[src/rtl/uart_pkg.sv]
// Shared UART definitions: parity modes, frame state encoding and a frame-length helper.
// Used by the transmitter core and by the planned receiver.
package uart_pkg;

  localparam int unsigned PAR_NONE = 0;
  localparam int unsigned PAR_ODD  = 1;
  localparam int unsigned PAR_EVEN = 2;

  typedef enum logic [2:0] {
    ST_IDLE,
    ST_START,
    ST_DATA,
    ST_PARITY,
    ST_STOP
  } tx_state_e;

  // Clock cycles occupied by one complete character frame on the line.
  function automatic int unsigned frame_cycles(
    input int unsigned clks_per_bit,
    input int unsigned data_bits,
    input int unsigned parity,
    input int unsigned stop_bits
  );
    int unsigned par_bits;
    par_bits = (parity != PAR_NONE) ? 1 : 0;
    return (1 + data_bits + par_bits + stop_bits) * clks_per_bit;
  endfunction

endpackage

[src/rtl/uart_baud_counter.sv]
// Bit-period timer: counts 0..CLKS_PER_BIT-1 and flags the last and next-to-last
// cycle of each bit. Held at zero while i_clear is high.
module uart_baud_counter #(
  parameter int unsigned CLKS_PER_BIT = 434
) (
  input  logic i_clk,
  input  logic i_rst,
  input  logic i_clear,
  output logic o_bit_end_c,
  output logic o_pre_end_c
);

  localparam int unsigned CNT_W = (CLKS_PER_BIT > 2) ? $clog2(CLKS_PER_BIT) : 1;

  logic [CNT_W-1:0] r_cnt;
  logic             w_bit_end;
  logic             w_pre_end;

  assign w_bit_end = (r_cnt == CNT_W'(CLKS_PER_BIT - 1));
  assign w_pre_end = (r_cnt == CNT_W'(CLKS_PER_BIT - 2));

  always_ff @(posedge i_clk or posedge i_rst) begin
    if (i_rst) begin
      r_cnt <= '0;
    end else if (i_clear || w_bit_end) begin
      r_cnt <= '0;
    end else begin
      r_cnt <= r_cnt + CNT_W'(1);
    end
  end

  assign o_bit_end_c = w_bit_end;
  assign o_pre_end_c = w_pre_end;

endmodule

[src/rtl/uart_tx_core.sv]
// Parametrised UART transmitter: start bit, 5..9 data bits LSB first, optional
// parity and 1 or 2 stop bits, one character per valid/ready handshake.
module uart_tx_core
  import uart_pkg::*;
#(
  parameter int unsigned CLK_FREQ_HZ = 50_000_000,
  parameter int unsigned BAUD        = 115_200,
  parameter int unsigned DATA_BITS   = 8,
  parameter int unsigned PARITY      = 0,
  parameter int unsigned STOP_BITS   = 1
) (
  input  logic                 clk,
  input  logic                 rst,
  input  logic [DATA_BITS-1:0] tx_data,
  input  logic                 tx_valid,
  output logic                 tx_ready,
  output logic                 tx_serial,
  output logic                 tx_busy,
  output logic                 tx_done
);

  localparam int unsigned CLKS_PER_BIT = (BAUD == 0) ? 2 : (CLK_FREQ_HZ / BAUD);
  localparam int unsigned BIT_W        = 4;

  if ((BAUD == 0) || (CLK_FREQ_HZ < 2 * BAUD)) begin : g_bad_baud
    $error("uart_tx_core: CLK_FREQ_HZ / BAUD must be at least 2");
  end
  if ((DATA_BITS < 5) || (DATA_BITS > 9)) begin : g_bad_data_bits
    $error("uart_tx_core: DATA_BITS must be in 5..9");
  end
  if (PARITY > PAR_EVEN) begin : g_bad_parity
    $error("uart_tx_core: PARITY must be 0 (none), 1 (odd) or 2 (even)");
  end
  if ((STOP_BITS < 1) || (STOP_BITS > 2)) begin : g_bad_stop_bits
    $error("uart_tx_core: STOP_BITS must be 1 or 2");
  end

  tx_state_e            r_state;
  tx_state_e            w_state_nxt;
  logic [DATA_BITS-1:0] r_shift;
  logic                 r_parity;
  logic [BIT_W-1:0]     r_bit_idx;
  logic                 r_serial;
  logic                 r_ready;
  logic                 r_busy;
  logic                 r_done;

  logic w_hs;
  logic w_clear;
  logic w_bit_end_c;
  logic w_pre_end_c;
  logic w_last_data;
  logic w_last_stop;
  logic w_advance;
  logic w_serial_nxt;
  logic w_ready_nxt;
  logic w_busy_nxt;
  logic w_done_nxt;

  assign w_hs        = tx_valid & r_ready;
  assign w_clear     = (r_state == ST_IDLE);
  assign w_last_data = (r_bit_idx == BIT_W'(DATA_BITS - 1));
  assign w_last_stop = (r_bit_idx == BIT_W'(STOP_BITS - 1));

  uart_baud_counter #(
    .CLKS_PER_BIT (CLKS_PER_BIT)
  ) u_baud (
    .i_clk       (clk),
    .i_rst       (rst),
    .i_clear     (w_clear),
    .o_bit_end_c (w_bit_end_c),
    .o_pre_end_c (w_pre_end_c)
  );

  always_ff @(posedge clk or posedge rst) begin
    if (rst) begin
      r_state <= ST_IDLE;
    end else begin
      r_state <= w_state_nxt;
    end
  end

  // The final stop bit hands back to IDLE one cycle early so that its last cycle
  // is the tx_done/tx_ready cycle; a waiting producer then starts with no gap.
  always_comb begin
    w_state_nxt = r_state;
    case (r_state)
      ST_IDLE: begin
        if (w_hs) begin
          w_state_nxt = ST_START;
        end
      end
      ST_START: begin
        if (w_bit_end_c) begin
          w_state_nxt = ST_DATA;
        end
      end
      ST_DATA: begin
        if (w_bit_end_c && w_last_data) begin
          w_state_nxt = (PARITY != PAR_NONE) ? ST_PARITY : ST_STOP;
        end
      end
      ST_PARITY: begin
        if (w_bit_end_c) begin
          w_state_nxt = ST_STOP;
        end
      end
      ST_STOP: begin
        if (w_pre_end_c && w_last_stop) begin
          w_state_nxt = ST_IDLE;
        end
      end
      default: w_state_nxt = ST_IDLE;
    endcase
  end

  // Next values of the registered outputs; the line only moves on bit boundaries.
  always_comb begin
    w_serial_nxt = r_serial;
    w_advance    = (w_state_nxt != r_state) || ((r_state == ST_DATA) && w_bit_end_c);
    if (w_advance) begin
      case (w_state_nxt)
        ST_IDLE:   w_serial_nxt = 1'b1;
        ST_START:  w_serial_nxt = 1'b0;
        ST_DATA:   w_serial_nxt = (r_state == ST_DATA) ? r_shift[1] : r_shift[0];
        ST_PARITY: w_serial_nxt = r_parity;
        ST_STOP:   w_serial_nxt = 1'b1;
        default:   w_serial_nxt = 1'b1;
      endcase
    end
    w_ready_nxt = (w_state_nxt == ST_IDLE);
    w_busy_nxt  = (w_state_nxt != ST_IDLE);
    w_done_nxt  = (r_state == ST_STOP) && (w_state_nxt == ST_IDLE);
  end

  always_ff @(posedge clk or posedge rst) begin
    if (rst) begin
      r_serial <= 1'b1;
      r_ready  <= 1'b1;
      r_busy   <= 1'b0;
      r_done   <= 1'b0;
    end else begin
      r_serial <= w_serial_nxt;
      r_ready  <= w_ready_nxt;
      r_busy   <= w_busy_nxt;
      r_done   <= w_done_nxt;
    end
  end

  // Character is captured only on the handshake; later tx_data changes are ignored.
  always_ff @(posedge clk or posedge rst) begin
    if (rst) begin
      r_shift   <= '0;
      r_parity  <= 1'b0;
      r_bit_idx <= '0;
    end else begin
      if (w_hs) begin
        r_shift  <= tx_data;
        r_parity <= (PARITY == PAR_EVEN) ? (^tx_data) : ~(^tx_data);
      end else if ((r_state == ST_DATA) && w_bit_end_c) begin
        r_shift <= r_shift >> 1;
      end
      if (w_state_nxt != r_state) begin
        r_bit_idx <= '0;
      end else if (w_bit_end_c && ((r_state == ST_DATA) || (r_state == ST_STOP))) begin
        r_bit_idx <= r_bit_idx + BIT_W'(1);
      end
    end
  end

  assign tx_serial = r_serial;
  assign tx_ready  = r_ready;
  assign tx_busy   = r_busy;
  assign tx_done   = r_done;

endmodule

[config.mk]
export PLATFORM = sky130hd
export DESIGN_NAME = uart_tx_core
export DESIGN_NICKNAME = d
export VERILOG_FILES = /design/src/rtl/uart_pkg.sv /design/src/rtl/uart_baud_counter.sv /design/src/rtl/uart_tx_core.sv
export SDC_FILE = /design/constraint.sdc
export NUM_CORES = 1
export LEC_CHECK = 0
export BUFFER_PORTS_ARGS = -buffer_cell sky130_fd_sc_hd__buf_2
export CAP_MARGIN = 30
export CORE_AREA = 4 4 67 69
export CTS_CLUSTER_SIZE = 16
export DETAILED_ROUTE_END_ITERATION = 6
export DIE_AREA = 0 0 71 73
export PLACE_DENSITY = 0.68
export SYNTH_ARGS = -nofsm -noshare
export SYNTH_HDL_FRONTEND = slang
export SYNTH_HIERARCHICAL = 1
export SYNTH_SLANG_ARGS = --single-unit
export TNS_END_PERCENT = 1
[constraint.sdc]
create_clock -name clk -period 1.82 [get_ports clk]
set_clock_uncertainty 0.05 [all_clocks]
set_input_delay 0.546 -clock clk [delete_from_list [all_inputs] [get_ports clk]]
set_output_delay 0.546 -clock clk [all_outputs]
set_load 0.03 [all_outputs]
# After elaboration in Yosys (flattened, before gate mapping)
# Index checks and enable logic that the tools add are counted.
dict set report word_totals {
  word_cells 52
  inputBits 11
  regBits 29
}
dict set report classes {
  muxes 13
  n_eq_ne 11
  reduce_logical 15
  addsub 2
  bitwise 2
}
# op n
set op_table {}
lappend op_table {{$eq 9x9->1 const B} 2}
lappend op_table {{$mux 8} 2}
lappend op_table {{$mux 3} 5}
lappend op_table {{$pmux 3 s5} 1}
lappend op_table {{$eq 3x2->1 const B} 4}
lappend op_table {{$add 9x1->9 const B} 1}
lappend op_table {{$mux 9} 1}
lappend op_table {{$mux 4} 2}
lappend op_table {{$reduce_xor 8->1} 1}
lappend op_table {{$eq 3x1->1 const B} 2}
lappend op_table {{$logic_not 3->1} 2}
lappend op_table {{$logic_and 1x1->1} 5}
lappend op_table {{$add 4x1->4 const B} 1}
lappend op_table {{$eq 4x3->1 const B} 1}
lappend op_table {{$logic_not 4->1} 1}
lappend op_table {{$reduce_bool 2->1} 2}
lappend op_table {{$eq 3x3->1 const B} 1}
lappend op_table {{$logic_or 1x1->1} 3}
lappend op_table {{$ne 3x3->1} 1}
lappend op_table {{$pmux 1 s3} 1}
lappend op_table {{$reduce_bool 3->1} 1}
lappend op_table {{$and 1x1->1} 1}
lappend op_table {{$mux 1} 1}
lappend op_table {{$not 1->1} 1}

# Logic depth before layout (Yosys ltp)
# Gate-level depths: netlist (run 1).
dict set report logic_depth {
  ltp_word 6
  ltp_mapped 9
  mapped_depth_nobuf 9
}

# Hierarchy
# The synthesis (run 1) kept the hierarchy.
# mod area_per_inst_um2 n_inst cells_each
set modules_own_cells {}
lappend modules_own_cells {uart_tx_core 1112.3 1 108}
lappend modules_own_cells {uart_baud_counter 498.0 1 49}

# Least setup slack after synthesis (run 1)
# No wires, ideal clock.
dict set report synth_path {
  kind {register to register}
  startpoint {reg u_baud.r_cnt[2]}
  endpoint {reg r_busy (netlist: tx_busy)}
  arrival_ns 1.782
  required_time_ns 1.635
  synth_period_minus_slack_ns 1.967
  slack_ns -0.147
  setup_ns 0.135
  path_stages_with_launch 6
  path_cell_list {dfrtp_1 -> nor4b_2 -> and4_1 -> xor2_1 -> a32o_2 -> or3_4}
}
dict set report synth_between {
  elab_chain_cells 5
  word_cells_on_any_way 10
}
# item line_no
set synth_lines {}
lappend synth_lines {{start: declaration} uart_baud_counter.sv:15} ;# logic [CNT_W-1:0] r_cnt;
lappend synth_lines {{start signal: assignment} uart_baud_counter.sv:28} ;# r_cnt <= r_cnt + CNT_W'(1);
lappend synth_lines {{$eq 9x9->1 (*)} uart_baud_counter.sv:19} ;# assign w_bit_end = (r_cnt == CNT_W'(CLKS_PER_BIT - 1));
lappend synth_lines {{named net w_bit_end_c} uart_tx_core.sv:50} ;# logic w_bit_end_c;
lappend synth_lines {{$logic_and 1x1->1} uart_tx_core.sv:99} ;# if (w_bit_end_c && w_last_data) begin
lappend synth_lines {{$mux 3} uart_tx_core.sv:99}
lappend synth_lines {{$pmux 3 s5 (*)} uart_tx_core.sv:87} ;# case (r_state)
lappend synth_lines {{named net w_state_nxt[1]} uart_tx_core.sv:39} ;# tx_state_e w_state_nxt;
lappend synth_lines {{$reduce_bool 3->1 (*)} uart_tx_core.sv:132} ;# w_busy_nxt = (w_state_nxt != ST_IDLE);
lappend synth_lines {{named net w_busy_nxt} uart_tx_core.sv:57} ;# logic w_busy_nxt;
lappend synth_lines {{end signal: assignment} uart_tx_core.sv:145} ;# r_busy <= w_busy_nxt;
lappend synth_lines {{end: declaration} uart_tx_core.sv:45} ;# logic r_busy;
# Mark *: on every way through the listed nets, which the timed path passes. The rest lies on a longest branch.
# A chain may end at the register's enable or synchronous reset.

# Worst setup path after layout (run 1)
dict set report layout_path {
  startpoint {reg u_baud.r_cnt[6]}
  endpoint {reg r_busy (netlist: tx_busy)}
}
dict set report layout_between {
  elab_chain_cells 5
  word_cells_on_any_way 10
}
# item line_no
set layout_lines {}
lappend layout_lines {{$eq 9x9->1} uart_baud_counter.sv:20} ;# assign w_pre_end = (r_cnt == CNT_W'(CLKS_PER_BIT - 2));
lappend layout_lines {{named net w_pre_end_c} uart_tx_core.sv:51} ;# logic w_pre_end_c;
lappend layout_lines {{$logic_and 1x1->1} uart_tx_core.sv:109} ;# if (w_pre_end_c && w_last_stop) begin
lappend layout_lines {{$mux 3} uart_tx_core.sv:109}
lappend layout_lines {{$pmux 3 s5} uart_tx_core.sv:87}
lappend layout_lines {{named net w_state_nxt[2]} uart_tx_core.sv:39}
lappend layout_lines {{$reduce_bool 3->1} uart_tx_core.sv:132}
lappend layout_lines {{named net w_busy_nxt} uart_tx_core.sv:57}
# The timed path passes the listed nets, and every way through them passes these cells.

==> flow_summary.ini, run 1 <==
[logic_synthesis]
synthAdderAreaFrac_pct = 3.89
synth.area.mux_share_pct = 6.22
syn_area_per_cell_um2 = 10.3
ys_ff_latch = 29
synth_top_family_by_area = simple AND/OR/NAND/NOR gates
synthDistinctLibCells = 41
async_reset_ff_share_pct = 100
synth-simple-area-share_pct = 21.1
synth-warning-count = 6
synth_seq_area_share_pct = 45.2
synth_compound_area_share_pct = 9.79
syn_area_um2 = 1610
synth_cells = 157
syn-num-nets = 173
synth_edf_count = 0
ys.flop_type = dfrtp_1
synth_xor_area_share_pct = 8.16

[timing]
hold_viol = 0
slew_viol_final = 0
fin_crit_ns = 2.01
slew_headroom_pct = 74.1
fin_crit_sh_pct = 111
holdWs_ns = 0.190
fmax_mhz = 497
tns_ns = -0.997
tightest_slew_ns = 0.385
layout_setup_ws_ns = -0.194
rsz0062_at_grt = true
setup_viol = 7

[place]
dp_hpwl_um = 2310
dpl-instance-area_um2 = 1820
place_congestion = 0.766
io_buffers = 14

[global_route]
grt_first_pass_wirelength_um = 5450
antenna_found_initial = 0
first_global_vias = 1283
grt_overflow_total = 0
track_usage_pct = 13.2
grt_start_max_net_pins = 21

[finish]
layout-drive-gt1-share_pct = 31.8
diodes = 0
final_area_um2 = 1990
nets = 207
syn_to_final_growth_pct = 23.5
utilization_pct = 50.8

[pwr]
ir_worst_vdd_uv = 329
leakagePower_nw = 1.01
power_density_nw_per_um2 = 703

[critical_path]
crit_type = flop to flop
worstSetupEndpointType = flop
critPathArrivalTime_ns = 2.12
timing.rr.start = u_baud/r_cnt[6]
cp-startpoint = u_baud/r_cnt[6]
critical_path_required_ns = 1.92
r2r_slack_ns = -0.19
cp_max_fo = 3
start_kind = flop

[cts]
cts_tree = built
holdBufCountCts = 0
clockRootBuffer = clkbuf_8
clock_sinks = 29
htreeDepth = 2
clock_latency_ns = 0.28
clock_path_buffers = 2
clkTransAtPathRegs_ns = 0.06
cts_buffers = 5

[routing]
first_iter_violations = 50
wire_per_inst_um = 13.5
drtPass1Iterations = 4
wl_um = 3260
num_vias = 1249
avgViaCountPerCell = 5.16
ant_nets = 0
post-route-drc-count = 0

[die]
rows = 23
fp.dieW_um = 71
core_area_um2 = 3910
io_pins = 15
initial_core_util_pct = 41.1
die_area_um2 = 5180
dieHeight_um = 73

[min_path]
hp-class = input pin to async pin

[job]
drv_cap = 0

[status]
status = complete, but fails checks
violations = setup timing
critical path, cell delays in order (launching register included):
cell,delay [ns]
dfrtp_1,0.40
nor4b_4,0.32
and4_4,0.28
nand4bb_4,0.12
nand3_2,0.09
nor2_2,0.04
a31o_1,0.21
or3_4,0.37
sequential cells by signal, indices dropped and copies added (netlist names):
register and flops:
r_bit_idx 4, r_parity 1, r_shift 8, r_state 3, tx_busy 1, tx_done 1
tx_ready 1, tx_serial 1, u_baud/r_cnt 9
through the flow:
| stage | std cells | total power [mW] | worst slack [ns] |
|---|---|---|---|
| 5_1_grt | 242 | 1.44 | -0.264 |
| 4_1_cts | 240 | 1.40 | -0.182 |
| 6_report | 242 | 1.40 | -0.194 |
| 2_1_floorplan | 157 | 0.691 | -0.137 |
| 3_3_place_gp | 231 | 0.713 | -0.149 |
| 3_5_place_dp | 231 | 0.715 | -0.190 |
routing by layer:
metal / global-route usage, % / vias up / routed length, um
li1: - / 613 / -
met1: 15.1 / 613 / 1460
met2: 23.3 / 17 / 1660
met3: 3.17 / 6 / 84
met4: 6.05 / 0 / 61
met5: 0 / - / 0
what timing repair did:
action | CTS | global route
buffers inserted | 1 | 2
pin swaps | 5 | 5
gates resized for setup | 3 | 5
setup endpoints to repair | 14 | 15
path summary, 6_finish.rpt:
kind | end | cells after the start
worst max-delay path | tx_busy | 7
worst min-delay path | u_baud/r_cnt[0] | 2
worst max register to register | tx_busy | 7
worst min register to register | tx_serial | 2
max in group asynchronous | tx_serial | 3
min in group clk | tx_serial | 2
cell usage in the layout (no fill, tap or decap), types with 2 or more instances in the layout:
cell type  instances
buf_4             19
nand3_1            6
xnor2_1            9
mux2i_1           10
inv_1             10
nor2_1            16
xor2_1             6
nand3_2            2
clkbuf_8           6
a21oi_1           10
dfstp_2            2
a21oi_2            4
buf_2             14
nand4_1            3
o21ai_0            6
or3_1              4
nand2_1            5
ha_1               5
and4_4             2
inv_2              2
dfrtp_1           27
layout make-up:
type                       instances  area [um^2]
tap                               50         62.6
clock buffer                       7         86.3
fill                             361         1930
clock inverter                     1         30.0
inverter                          12         45.0
multi-input combinational        110          823
timing repair buffer              33          213
sequential                        29          728
logic make-up after synthesis:
kind of cell | count (synthesis)
AOI/OAI and AO/OA | 26
xor gates and xnor gates | 15
adders and majority gates | 5
buffers and inverters | 18
DFF | 29
muxes | 10
and+or+nand+nor | 54
cells in the mapped netlist, types with 2 or more instances:
master	count	area, um^2
nand2_1	6	22.5
inv_1	10	37.5
inv_2	2	7.51
buf_2	3	15.0
o21ai_0	6	30.0
or3_1	4	25.0
nand3_1	6	30.0
nand3_2	2	20.0
buf_4	2	15.0
a21oi_1	12	60.1
ha_1	5	62.6
dfrtp_1	27	676
and4_1	2	17.5
dfstp_2	2	52.6
nor2_1	17	63.8
xor2_1	6	52.6
xnor2_1	9	78.8
mux2i_1	10	100
nand4_1	3	18.8
a21oi_2	2	17.5
power by group:
part           internal [mW]  leakage [nW]  total, mW  switching (mW)
combinational         0.0262         0.574     0.0567          0.0305
clock                  0.446        0.0585      0.696           0.250
sequential             0.645         0.373      0.645               0
No activity file was read; power rests on OpenSTA's default activity.
==> run 2: changes to the inputs <==
--- a/config.mk
+++ b/config.mk
@@ -7,11 +7,12 @@
 export LEC_CHECK = 0
 export BUFFER_PORTS_ARGS = -buffer_cell sky130_fd_sc_hd__buf_2
 export CAP_MARGIN = 30
-export CORE_AREA = 4 4 67 69
+export CORE_AREA = 4 4 65 72
+export CTS_CLUSTER_DIAMETER = 40
 export CTS_CLUSTER_SIZE = 16
 export DETAILED_ROUTE_END_ITERATION = 6
-export DIE_AREA = 0 0 71 73
-export PLACE_DENSITY = 0.68
+export DIE_AREA = 0 0 69 76
+export PLACE_DENSITY = 0.67
 export SYNTH_ARGS = -nofsm -noshare
 export SYNTH_HDL_FRONTEND = slang
 export SYNTH_HIERARCHICAL = 1
==> flow_summary.ini, run 2 (synthesized netlist as in run 1, its figures left out) <==
[timing]
slew_headroom_pct = 75.6
slew_viol_final = 0
fin_crit_sh_pct = 111
fin_crit_ns = 2.01
holdWs_ns = 0.177
rsz0062_at_grt = true
fmax_mhz = 497
layout_setup_ws_ns = -0.193
setup_viol = 8
hold_viol = 0
tightest_slew_ns = 0.364

[finish]
layout_commonest_cell = dfrtp_1
layout-drive-gt1-share_pct = 31.4
final_cells = 240
most-common-layout-cells = dfrtp_1, nor2_1, buf_2, buf_4
fillCellCount = 380
diodes = 0
largestRegisters = u_baud/r_cnt: 9 flops, r_shift: 8 flops, r_bit_idx: 4 flops
nets = 203
largest_reg_flops = 9
syn_to_final_growth_pct = 20.5
top_register = u_baud/r_cnt

[critical_path]
critical_path_required_ns = 1.92
critPathArrivalTime_ns = 2.12
path_cells = nor4b_4 > and4_4 > nand4bb_4 > nand3_2 > nor2_2 > a31o_1 > or3_4
reg2reg_depth = 7
worstSetupEndpointType = flop
slowest_stage = dfrtp_1
start_kind = flop
crit_type = flop to flop
cp_max_fo = 3
slowest_delay_ns = 0.41

[die]
rows = 24
initial_core_util_pct = 40.6
fp.dieW_um = 69
dieHeight_um = 76
core_area_um2 = 3960
io_pins = 15
die_area_um2 = 5240

[routing]
post-route-drc-count = 0
avgViaCountPerCell = 5.14
num_vias = 1233
first_iter_violations = 61
drtPass1Iterations = 4
ant_nets = 0
wl_um = 3210
wire_per_inst_um = 13.4

[status]
violations = setup timing
status = complete, but fails checks

[global_route]
grt_first_pass_wirelength_um = 5620
first_global_vias = 1315
antenna_found_initial = 0
track_usage_pct = 13.3
grt_overflow_total = 0
grt_start_max_net_pins = 21

[cts]
clockRootBuffer = clkbuf_8
clkTransAtPathRegs_ns = 0.06
cts_buffers = 5
clock_path_buffers = 2
clock_sinks = 29
htreeDepth = 2
cts_tree = built
clock_latency_ns = 0.28

[place]
io_buffers = 14
dp_hpwl_um = 2490
place_congestion = 0.828
dp_slack_ns = -0.188
dp.cells = 230

[min_path]
hp-class = input pin to async pin

[pwr]
power_density_nw_per_um2 = 620
ir_worst_vdd_uv = 353
leakagePower_nw = 0.987

[job]
drv_cap = 0
==> run 2: cell types whose count changed in the layout (fill, tap and decap cells not counted), sizes merged <==
cell | before | now
clkbuf | 7 | 6
clkinv | 0 | 2
bufinv | 1 | 0
buf | 33 | 29
==> run 2: final timing paths <==
check	from	endpoint	slack, ns
worst max-delay path	u_baud/r_cnt[6]	tx_busy	-0.19
worst min-delay path	rst	u_baud/r_cnt[4]	0.18
worst max register to register	u_baud/r_cnt[6]	tx_busy	-0.19
worst min register to register	tx_serial	tx_serial	0.42
max in group asynchronous	rst	tx_serial	1.22
min in group clk	tx_serial	tx_serial	0.42
==> run 2: layout make-up <==
class / instances / area, um^2 / area share [%]
Multi-Input combinational cell: 110 / 833 / 42.9
Sequential cell: 29 / 728 / 37.5
Timing Repair Buffer: 29 / 186 / 9.61
Clock buffer: 6 / 72.6 / 3.74
Tap cell: 52 / 65.1 / 3.35
Inverter: 12 / 45.0 / 2.32
Clock inverter: 2 / 10.0 / 0.516
==> run 2: worst max-delay path, delay by kind of cell, from the launching register on <==
| family | cells | cell delay, ns |
|---|---|---|
| simple gates | 6 | 1.23 |
| flops | 1 | 0.41 |
| compound gates | 1 | 0.21 |
==> run 2: metal layers <==
metal / track usage (%) / vias up / wire, um
li1: - / 601 / -
met1: 14.7 / 598 / 1310
met2: 23.6 / 24 / 1710
met3: 3.56 / 10 / 114
met4: 5.86 / 0 / 76
met5: 0 / - / 0
==> run 2: power by group <==
part / switching (mW) / leakage [nW] / internal, mW / total [mW]
logic: 0.0300 / 0.569 / 0.0262 / 0.0562
registers: 0 / 0.373 / 0.645 / 0.645
clock network: 0.239 / 0.0450 / 0.264 / 0.503
total: 0.269 / 0.987 / 0.935 / 1.20
==> run 2: metrics by stage <==
step                instance area, um^2  setup TNS, ns  util, %  power [mW]
floorplan                          1610         -0.244        -       0.691
global placement                   1800         -0.747     45.4       0.713
detailed placement                 1800          -1.06     45.4       0.715
CTS                                1900          -1.08     48.0        1.22
global route                       1940          -1.60     49.0        1.27
finish                             1940         -0.905     49.0        1.20
==> run 2: what timing repair did <==
action | in CTS | in global routing
hold buffers | 0 | 0
setup endpoints to repair | 14 | 15
pin swaps | 5 | 5
gates resized for setup | 2 | 10
hold endpoints to repair | 0 | 0
setup buffers | 1 | 1
==> run 3: changes to the inputs <==
==> constraint.sdc (replaced) <==
create_clock -name clk -period 1.82 [get_ports clk]
set_clock_uncertainty 0.05 [all_clocks]
set_input_delay 0.364 -clock clk [delete_from_list [all_inputs] [get_ports clk]]
set_output_delay 0.364 -clock clk [all_outputs]
set_load 0.03 [all_outputs]
==> flow_summary.ini, run 3 (synthesized netlist as in run 1, its figures left out) <==
[finish]
top_register = u_baud/r_cnt
layout_commonest_cell = dfrtp_1
diodes = 0
nets = 202
utilization_pct = 49.0
final_area_um2 = 1940
most-common-layout-cells = dfrtp_1, nor2_1, buf_2, buf_4, a21oi_1
syn_to_final_growth_pct = 20.7
layout-drive-gt1-share_pct = 28.3
largestRegisters = u_baud/r_cnt: 9 flops, r_shift: 8 flops, r_bit_idx: 4 flops
largest_reg_flops = 9

[critical_path]
critPathArrivalTime_ns = 2.11
slowest_delay_ns = 0.41
worstSetupEndpointType = flop
start_kind = flop
critical_path_cell_count = 5
timing.rr.start = u_baud/r_cnt[6]
crit_type = flop to flop
path_cells = nor4b_4 > and4_2 > xor2_1 > a32o_2 > or3_4
reg2reg_depth = 5
crit_buf_inv = 0
critPathTopFamily = simple AND/OR/NAND/NOR gates
slowest_stage = dfrtp_1
critical_path_required_ns = 1.93
cp_max_fo = 4
r2r-end = tx_busy
r2r_slack_ns = -0.18

[min_path]
hp-class = input pin to async pin

[cts]
cts_buffers = 5
htreeDepth = 2
cts_tree = built
postCtsSetupRepairBufs = 0
holdBufCountCts = 0
clockRootBuffer = clkbuf_8
clock_latency_ns = 0.28
clkTransAtPathRegs_ns = 0.06
clock_sinks = 29
clock_path_buffers = 2

[routing]
first_iter_violations = 63
post-route-drc-count = 0
avgViaCountPerCell = 5.16
ant_nets = 0
drtPass1Iterations = 4
wire_per_inst_um = 13.1
num_vias = 1234
wl_um = 3140

[die]
dieHeight_um = 76
core_area_um2 = 3960
fp.dieW_um = 69
io_pins = 15
rows = 24
initial_core_util_pct = 40.6
die_area_um2 = 5240

[pwr]
seq_power_share_pct = 46.6
power_frac_comb_pct = 4.0
power_mw = 1.38
ir_worst_vdd_uv = 488
p_clk_share_pct = 49.4
leakagePower_nw = 0.976
intPower_mw = 1.12
switchingPower_uw = 268
p_sw_share_pct = 19.3
power_density_nw_per_um2 = 713

[global_route]
first_global_vias = 1334
grt_start_max_net_pins = 21
grt_overflow_total = 0
track_usage_pct = 13.7
grt_first_pass_wirelength_um = 5870
antenna_found_initial = 0

[timing]
hold_viol = 6
holdWs_ns = -0.000944
rsz0062_at_grt = true
tightest_slew_ns = 0.360
fmax_mhz = 500
slew_viol_final = 0
setup_viol = 7
slew_headroom_pct = 76.0
layout_setup_ws_ns = -0.180
fin_crit_sh_pct = 110
fin_crit_ns = 2.00

[place]
dp_hpwl_um = 2460
dp_slack_ns = -0.201
place_congestion = 0.794
dpl-instance-area_um2 = 1810
io_buffers = 14

[status]
status = complete, but fails checks
violations = hold timing, setup timing

[job]
drv_cap = 0
==> run 3: worst max path at each step <==
stage	end	slack, ns	startpoint
after floorplan	tx_busy	-0.14	u_baud/r_cnt[2]
after global placement	tx_busy	-0.16	u_baud/r_cnt[6]
after detailed placement	tx_busy	-0.20	u_baud/r_cnt[6]
after CTS	tx_busy	-0.19	u_baud/r_cnt[6]
after global routing	tx_busy	-0.30	u_baud/r_cnt[6]
final	tx_busy	-0.18	u_baud/r_cnt[6]
==> run 3: through the flow <==
step                std cells  TNS, ns
finish                    239   -0.759
global route              239    -2.59
CTS                       239   -0.867
detailed placement        231    -1.02
global placement          231   -0.749
floorplan                 157   -0.244
==> run 3: area by class of cell <==
class,count,area [um^2]
clock buffers,7,86.3
flip-flops and latches,29,728
fillers,380,2020
well taps,52,65.1
repair buffers,28,175
multi-input cells,110,813
clock inverters,1,30.0
inverters,12,45.0
==> run 3: timing repair <==
item	CTS	global route
setup endpoints to repair	14	15
gates resized for setup	4	0
gates cloned	0	0
pin swaps	3	1
==> run 3: metal layers <==
layer | wire (um) | vias to the layer above | track usage, %
met5 | 0 | - | 0
met1 | 1270 | 596 | 14.8
met3 | 144 | 4 | 3.96
li1 | - | 605 | -
met4 | 29 | 0 | 4.69
met2 | 1690 | 29 | 25.1
==> run 3: power groups by stage <==
stage	Clock, mW	Combinational (mW)	Sequential (mW)
after global placement	0	0.0563	0.657
after global routing	0.730	0.0636	0.644
after CTS	0.700	0.0578	0.645
final	0.684	0.0560	0.645
after floorplan	0	0.0347	0.657
after detailed placement	0	0.0574	0.657
